## src/rtl/store_trace_fifo.sv

```systemverilog
// Snoops core stores into a first-word-fall-through FIFO drained by valid/ready, plus a sticky pass/fail checker.
// Push-to-visible and checker latency 1 cycle; when full, stores are dropped (sticky overflow) unless a pop frees the slot on the same edge.
module store_trace_fifo #(
  parameter int unsigned DEPTH       = 8,
  parameter logic [31:0] PASS_ADDR   = 32'd84,
  parameter logic [31:0] PASS_DATA   = 32'd7,
  parameter logic [31:0] IGNORE_ADDR = 32'd80
) (
  input  logic                     clk,
  input  logic                     reset,
  input  logic                     mem_write,
  input  logic [31:0]              data_addr,
  input  logic [31:0]              write_data,
  output logic                     out_valid,
  input  logic                     out_ready,
  output logic [31:0]              out_addr,
  output logic [31:0]              out_data,
  output logic [$clog2(DEPTH):0]   count,
  output logic                     full,
  output logic                     empty,
  output logic                     overflow,
  output logic                     pass,
  output logic                     fail,
  output logic                     done
);

  localparam int unsigned AW = $clog2(DEPTH);
  localparam int unsigned CW = AW + 1;
  localparam logic [CW-1:0] FULL_CNT = CW'(DEPTH);
  localparam logic [CW-1:0] CNT_ONE  = CW'(1);
  localparam logic [AW-1:0] PTR_ONE  = AW'(1);

  typedef struct packed {
    logic [31:0] addr;
    logic [31:0] data;
  } ent_t;

  typedef enum logic [1:0] {
    ST_RUN  = 2'd0,
    ST_PASS = 2'd1,
    ST_FAIL = 2'd2
  } chk_state_t;

  ent_t          mem [DEPTH];
  ent_t          head;
  logic [AW-1:0] wr_ptr;
  logic [AW-1:0] rd_ptr;
  logic          do_push;
  logic          do_pop;
  chk_state_t    state;

  assign empty     = (count == '0);
  assign full      = (count == FULL_CNT);
  assign out_valid = !empty;

  // A full FIFO still accepts a store when the head leaves on the same edge.
  assign do_pop  = !empty && out_ready;
  assign do_push = mem_write && (!full || do_pop);

  always_ff @(posedge clk or negedge reset) begin
    if (!reset) begin
      wr_ptr   <= '0;
      rd_ptr   <= '0;
      count    <= '0;
      overflow <= 1'b0;
    end else begin
      if (do_push) wr_ptr <= wr_ptr + PTR_ONE;
      if (do_pop)  rd_ptr <= rd_ptr + PTR_ONE;
      if (do_push && !do_pop)      count <= count + CNT_ONE;
      else if (!do_push && do_pop) count <= count - CNT_ONE;
      if (mem_write && !do_push) overflow <= 1'b1;
    end
  end

  // Storage needs no reset: nothing is visible unless count says it was written.
  always_ff @(posedge clk) begin
    if (do_push) mem[wr_ptr] <= '{addr: data_addr, data: write_data};
  end

  assign head     = empty ? '0 : mem[rd_ptr];
  assign out_addr = head.addr;
  assign out_data = head.data;

  // Case equality so X/Z on the bus resolves as a mismatch, never as a pass.
  always_ff @(posedge clk or negedge reset) begin
    if (!reset) begin
      state <= ST_RUN;
    end else if (state == ST_RUN && mem_write) begin
      if ((data_addr === PASS_ADDR) && (write_data === PASS_DATA))
        state <= ST_PASS;
      else if (data_addr !== IGNORE_ADDR)
        state <= ST_FAIL;
    end
  end

  assign pass = (state == ST_PASS);
  assign fail = (state == ST_FAIL);
  assign done = pass | fail;

endmodule

```

## config.mk

```make
export PLATFORM = sky130hd
export DESIGN_NAME = store_trace_fifo
export DESIGN_NICKNAME = d
export VERILOG_FILES = /design/src/rtl/store_trace_fifo.sv
export SDC_FILE = /design/constraint.sdc
export NUM_CORES = 1
export LEC_CHECK = 0
export CORE_MARGIN = 4
export CORE_UTILIZATION = 50
export DETAILED_ROUTE_END_ITERATION = 10
export PLACE_DENSITY = 0.79
export RECOVER_POWER = 25
export SYNTH_ARGS = -nofsm -noshare
export SYNTH_HDL_FRONTEND = slang
export SYNTH_SLANG_ARGS = --single-unit
```

## constraint.sdc

```tcl
create_clock -name clk -period 5.6 [get_ports clk]
set_input_delay 0.84 -clock clk [delete_from_list [all_inputs] [get_ports clk]]
set_output_delay 0.84 -clock clk [all_outputs]
set_load 0.01 [all_outputs]
```

==> results of run 1 <==
## cell usage after synthesis
cell type	instances
edfxtp_1	512
mux4_2	128
nor2_1	74
mux2i_1	65
buf_2	25
dfrtp_1	13
nor4_1	10
buf_1	8
ha_1	8
nand2_1	8
clkbuf_1	7
xnor2_1	6
inv_1	4
nor3_1	4
a21o_1	3
mux2_1	3
nand2b_1	3
a21oi_1	2
buf_4	2
nand3_1	2
nand4_1	2
o41ai_1	2
or4_1	2
and4b_1	1
fa_1	1
inv_2	1
nand4_2	1
nor3_2	1
nor4b_1	1
nor4bb_1	1
o21a_1	1
o21ai_0	1
or4_4	1
or4b_4	1
xor2_1	1
## registers in the layout, summed over array words and instances (netlist names)
signal,cells
overflow,1
rd_ptr,3
mem,512
count,4
state,2
wr_ptr,3
## layout make-up
class | count | area [um2]
fillers | 2656 | 15800
clock inverters | 25 | 272
inverters | 5 | 18.8
flip-flops and latches | 525 | 15700
diodes | 2 | 5.00
well taps | 525 | 657
multi-input cells | 333 | 4400
clock buffers | 66 | 1420
repair buffers | 162 | 1660
## metal layers
metal	up-vias	GRT usage [%]
met4	4	4.66
met5	-	0
met2	362	31.2
met1	4964	27.2
li1	4120	-
met3	60	4.29
## cells by family after synthesis
kind of cell,synth area share [%]
DFF,77.5
xor gates and xnor gates,0.303
adders and majority gates,0.593
AOI/OAI and AO/OA,0.309
and+or+nand+nor,2.58
buffers and inverters,1.06
muxes,17.6
## worst min-delay path by stage
stage                 to  slack (ps)  depth (start not counted)  startpoint
4_1_cts         overflow         470                          1    overflow
5_1_grt         overflow         480                          1    overflow
6_report        overflow         470                          1    overflow
3_5_place_dp    overflow         450                          1    overflow
2_1_floorplan  wr_ptr[0]         480                          1   wr_ptr[0]
3_3_place_gp    overflow         450                          1    overflow
## power groups by stage
stage	clock network (W)	registers, W	logic, W
finish	0.00342	0.00534	0.00416
global route	0.00366	0.00540	0.00448
CTS	0.00348	0.00535	0.00426
detailed placement	0	0.00542	0.00423
global placement	0	0.00537	0.00420
floorplan	0	0.00518	0.00262
## worst reg2reg max path, stage by stage (launching register included)
cell and delay (ps):
dfrtp_1 490, or4b_4 200, o21a_1 250, nand2_1 290, nor3_4 720, buf_4 520
## per-stage QoR
stage	cells	setup WS (ps)	cell area, um2	power [W]	util, %
after floorplan	905	1210	20300	0.00780	-
after global routing	1642	1110	24100	0.0135	60.5
final	1643	1280	24100	0.0129	60.5
after detailed placement	1550	1850	22400	0.00965	56.2
after global placement	1550	1870	22400	0.00957	56.2
after CTS	1641	1180	24100	0.0131	60.5
==> results.json, run 1 <==
{
  "grt_start_max_net_pins": 69,
  "crit_chain": "or4_4 > inv_2 > buf_4 > nor2_1 > clkdlybuf4s50_1",
  "crit_slowest_cell": "inv_2",
  "synth_cells": 905,
  "p_sw_share_pct": 28.9,
  "layout-drive-gt1-share_pct": 21.3,
  "wl_met3_um": 3000,
  "synth_nets": 982,
  "p_per_area_nw_per_um2": 535,
  "ys_types": 35,
  "irDropWorstVdd_mv": 0.358,
  "syn-cell-area_um2": 20200,
  "initial_core_util_pct": 50.7,
  "via_per_inst": 5.79,
  "p_leak_nw": 7.90,
  "synth_seq_area_share_pct": 77.5,
  "synth.area.top_cells": "edfxtp_1 76%, mux4_2 14%, mux2i_1 3.2%",
  "die_area_um2": 43800,
  "r2r_cells": 5,
  "period_share_pct": 77.1,
  "final_nets": 1154,
  "whs_ps": 470,
  "ys_ff_latch": 525,
  "yosysTopAreaCellShare_pct": 75.9,
  "root_buffer": "clkbuf_16",
  "antenna_found_initial": 5,
  "syn_area_per_cell_um2": 22.4,
  "end_kind": "output port",
  "cp_num_buf_inv": 3,
  "post-route-min-period_ps": 4320,
  "drt-met1-wl_um": 17100,
  "ant_nets": 0,
  "syn_to_final_growth_pct": 19.2,
  "critPathArrivalTime_ps": 3480,
  "path_clk_slew_ps": 60,
  "finalSetupTns_ps": 0,
  "status": "finished, final reports clean",
  "p_switching_w": 0.00373,
  "skew_ps": 9.84,
  "final_cell_mix": "512 x edfxtp_1, 128 x mux4_2, 104 x clkdlybuf4s50_1",
  "insertion_delay_ps": 570,
  "critical_path_class": "reg2out",
  "crit_path_end": "out_data[4]",
  "r2r_end": "mem[1][19]",
  "cts_resized": 0,
  "pin_count": 143,
  "slowest_delay_ps": 760,
  "final_common_cell": "edfxtp_1",
  "cts_made_buffers": 50,
  "slew_violations": 0,
  "finalWirelength_um": 41400,
  "internal_power_w": 0.00919,
  "worst-path-max-fanout": 44,
  "rsz0062_at_grt": "false",
  "port_buffers": 142,
  "met2_length_um": 20500,
  "top_layer_used": "met5",
  "overflow": 0,
  "crit_required_ps": 4760,
  "clkPwrFrac_pct": 26.5,
  "relSlewSlack_pct": 26.3,
  "grt_util_all_layers_pct": 19.2,
  "worstMarginPinSlew_ps": 1110,
  "hold_buffers": 0,
  "critPathTopFamily": "buffers and inverters",
  "min_path_type": "reg2reg",
  "worstSetupPathDepth": 5,
  "max_freq_ghz": 0.232,
  "drc": 0,
  "cap_violations": 0,
  "wl_per_cell_um": 25.2,
  "grt_pass1_vias": 10238,
  "synth_top_area_cell": "edfxtp_1",
  "clock-sinks": 525,
  "design.core.area_um2": 39900,
  "via_count": 9510,
  "h-tree-depth": 2,
  "drt_iter0_drc": 1065,
  "cts_tree": "done",
  "rows": 73,
  "fp.dieH_um": 209,
  "postCtsSetupRepairBufs": 0,
  "first_pass_iters": 5,
  "startpoint_type": "flop",
  "reg2reg_from": "count[0]",
  "gp_congestion": 0.725,
  "cts_max_path_buffers": 3,
  "ys_warn_count": 0,
  "pwr-share-seq_pct": 41.3,
  "grt_pass1_wl_um": 63800,
  "hpwl_um": 23300,
  "reg2reg_setup_slack_ps": 2760,
  "p_comb_share_pct": 32.2,
  "hold_viol": 0,
  "fp.dieW_um": 209,
  "startpoint": "count[0]",
  "setup_violations": 0
}
(Power assumes the default switching activity.)
==> run 2, diff against run 1 <==
clock period = 3.5 ns   (was 5.6 ns; I/O delays follow)
==> run 2 against run 1 <==
Effect of this change:
- clock power up 53%
- clock skew up 2.2 ps
- sequential share of layout area down 0.80 points
- largest power group unchanged
- combinational power up 75%
- critical endpoint is now out_addr[21]
- first-iteration DRC count down 25%
- clock-buffer cell count up 3
- core utilization up 0.76 points
- flip-flop and latch count unchanged
- wire length up 2.5%
- final area up 1.2%
- worst setup slack worse by 1200 ps
==> results.json, run 2 (same netlist as run 1, synthesis figures left out) <==
{
  "period_share_pct": 96.3,
  "layout-drive-gt1-share_pct": 22.9,
  "reg2reg_from": "count[0]",
  "fillers": 2665,
  "regArea_um2": 15700,
  "critical_path_class": "reg2out",
  "via_count": 9795,
  "worstSetupPathDepth": 5,
  "max_freq_ghz": 0.297,
  "cts_max_path_buffers": 3,
  "pwr-share-seq_pct": 40.1,
  "top_regs": "mem: 512 flops, count: 4 flops",
  "root_buffer": "clkbuf_16",
  "overflow": 0,
  "syn_to_final_growth_pct": 20.7,
  "final_nets": 1186,
  "grt_start_max_net_pins": 44,
  "die_area_um2": 43800,
  "startpoint_type": "flop",
  "p_leak_nw": 8.05,
  "p_switching_w": 0.00603,
  "clkPwrFrac_pct": 25.1,
  "internal_power_w": 0.0148,
  "grt_use_met1_pct": 27.8,
  "critPathArrivalTime_ps": 2850,
  "ant_nets": 0,
  "h-tree-depth": 2,
  "initial_core_util_pct": 50.7,
  "fp.dieH_um": 209,
  "design.core.area_um2": 39900,
  "cap_violations": 0,
  "min_path_type": "in2async",
  "fin_util_pct": 61.2,
  "grt_pass1_wl_um": 64200,
  "setup_slack_ps": 128,
  "final_common_cell": "edfxtp_1",
  "r2r_cells": 9,
  "status": "finished, final reports clean",
  "r2r_end": "count[3]",
  "rows": 73,
  "crit_slowest_cell": "dfrtp_4",
  "cts_made_buffers": 50,
  "finalWirelength_um": 42400,
  "cts_tree": "done",
  "port_buffers": 142,
  "grt_use_met2_pct": 31.1,
  "reg2reg_setup_slack_ps": 700,
  "first_pass_iters": 5,
  "final_cell_mix": "512 x edfxtp_1, 128 x mux4_2, 104 x clkdlybuf4s50_1",
  "grt_util_all_layers_pct": 19.3,
  "via_per_inst": 5.83,
  "drt_iter0_drc": 803,
  "hold_viol": 0,
  "multi_input_area_um2": 4410,
  "hold_buffers": 0,
  "use_met3_pct": 3.66,
  "cp_num_buf_inv": 2,
  "hpwl_um": 23800,
  "worst-path-max-fanout": 18,
  "end_kind": "output port",
  "crit_chain": "buf_6 > mux4_2 > mux2i_1 > nor2_1 > clkdlybuf4s50_1",
  "critPathTopFamily": "buffers and inverters",
  "insertion_delay_ps": 550,
  "antenna_found_initial": 4,
  "p_comb_share_pct": 34.8,
  "grt.busiest_layer": "met2",
  "irDropWorstVdd_mv": 0.455,
  "gp_congestion": 0.722,
  "setup_violations": 0,
  "p_sw_share_pct": 28.9,
  "design_area_um2": 24400,
  "layoutNonFillerInstCount": 1679,
  "relSlewSlack_pct": 54.8,
  "p_per_area_nw_per_um2": 853,
  "post-route-min-period_ps": 3370,
  "wl_per_cell_um": 25.3,
  "drc": 0,
  "clock-sinks": 525,
  "fp.dieW_um": 209,
  "place_inst": 1571,
  "pin_count": 143,
  "slowest_delay_ps": 610,
  "worstMarginPinSlew_ps": 678,
  "skew_ps": 12.1,
  "largest_register_ffs": 512,
  "slew_violations": 0,
  "place_area_um2": 22700,
  "crit_required_ps": 2970,
  "path_clk_slew_ps": 60,
  "dp_slack_ps": 537,
  "grt_pass1_vias": 10216,
  "largest_register": "mem"
}
-- run 2: area by class of cell --
cell class	instances	share of cell area [%]
sequential	525	64.3
clock buffer	69	5.75
inverter	5	0.0768
clock inverter	24	0.840
antenna	4	0.0410
tap	525	2.69
timing repair buffer	194	8.29
multi-input combinational	333	18.0
-- run 2: worst max-delay path by stage --
stage               startpoint  slack [ps]           end
global placement     rd_ptr[0]         560   out_addr[3]
floorplan             count[0]        -700     mem[7][0]
detailed placement   rd_ptr[0]         540  out_addr[21]
finish               rd_ptr[0]         130  out_addr[21]
global route         rd_ptr[0]          -5  out_data[24]
CTS                  rd_ptr[0]          10  out_data[28]
-- run 2: repair_timing --
| action | CTS | global route |
|---|---|---|
| pin swaps | 0 | 0 |
| gates resized for setup | 5 | 0 |
| setup endpoints to repair | 7 | 22 |
| buffers inserted | 0 | 11 |
-- run 2: metrics by stage --
step / power (W) / hold WS [ps] / setup TNS [ps]
6_report: 0.0209 / 380 / 0
4_1_cts: 0.0210 / 378 / 0
3_5_place_dp: 0.0157 / 452 / 0
5_1_grt: 0.0218 / 404 / -4.74
3_3_place_gp: 0.0156 / 439 / 0
2_1_floorplan: 0.0125 / 229 / -324330
-- run 2: power groups by stage --
stage / Sequential (W) / Clock, W / Combinational, W
floorplan: 0.00829 / 0 / 0.00419
global placement: 0.00847 / 0 / 0.00712
detailed placement: 0.00853 / 0 / 0.00719
CTS: 0.00842 / 0.00533 / 0.00727
global route: 0.00845 / 0.00561 / 0.00778
finish: 0.00836 / 0.00523 / 0.00726
-- run 2: per-layer routing --
| layer | vias up | share of wire, % |
|---|---|---|
| li1 | 4198 | - |
| met1 | 5194 | 42 |
| met2 | 342 | 50 |
| met3 | 59 | 6.3 |
| met4 | 2 | 2.0 |
| met5 | - | 0.047 |
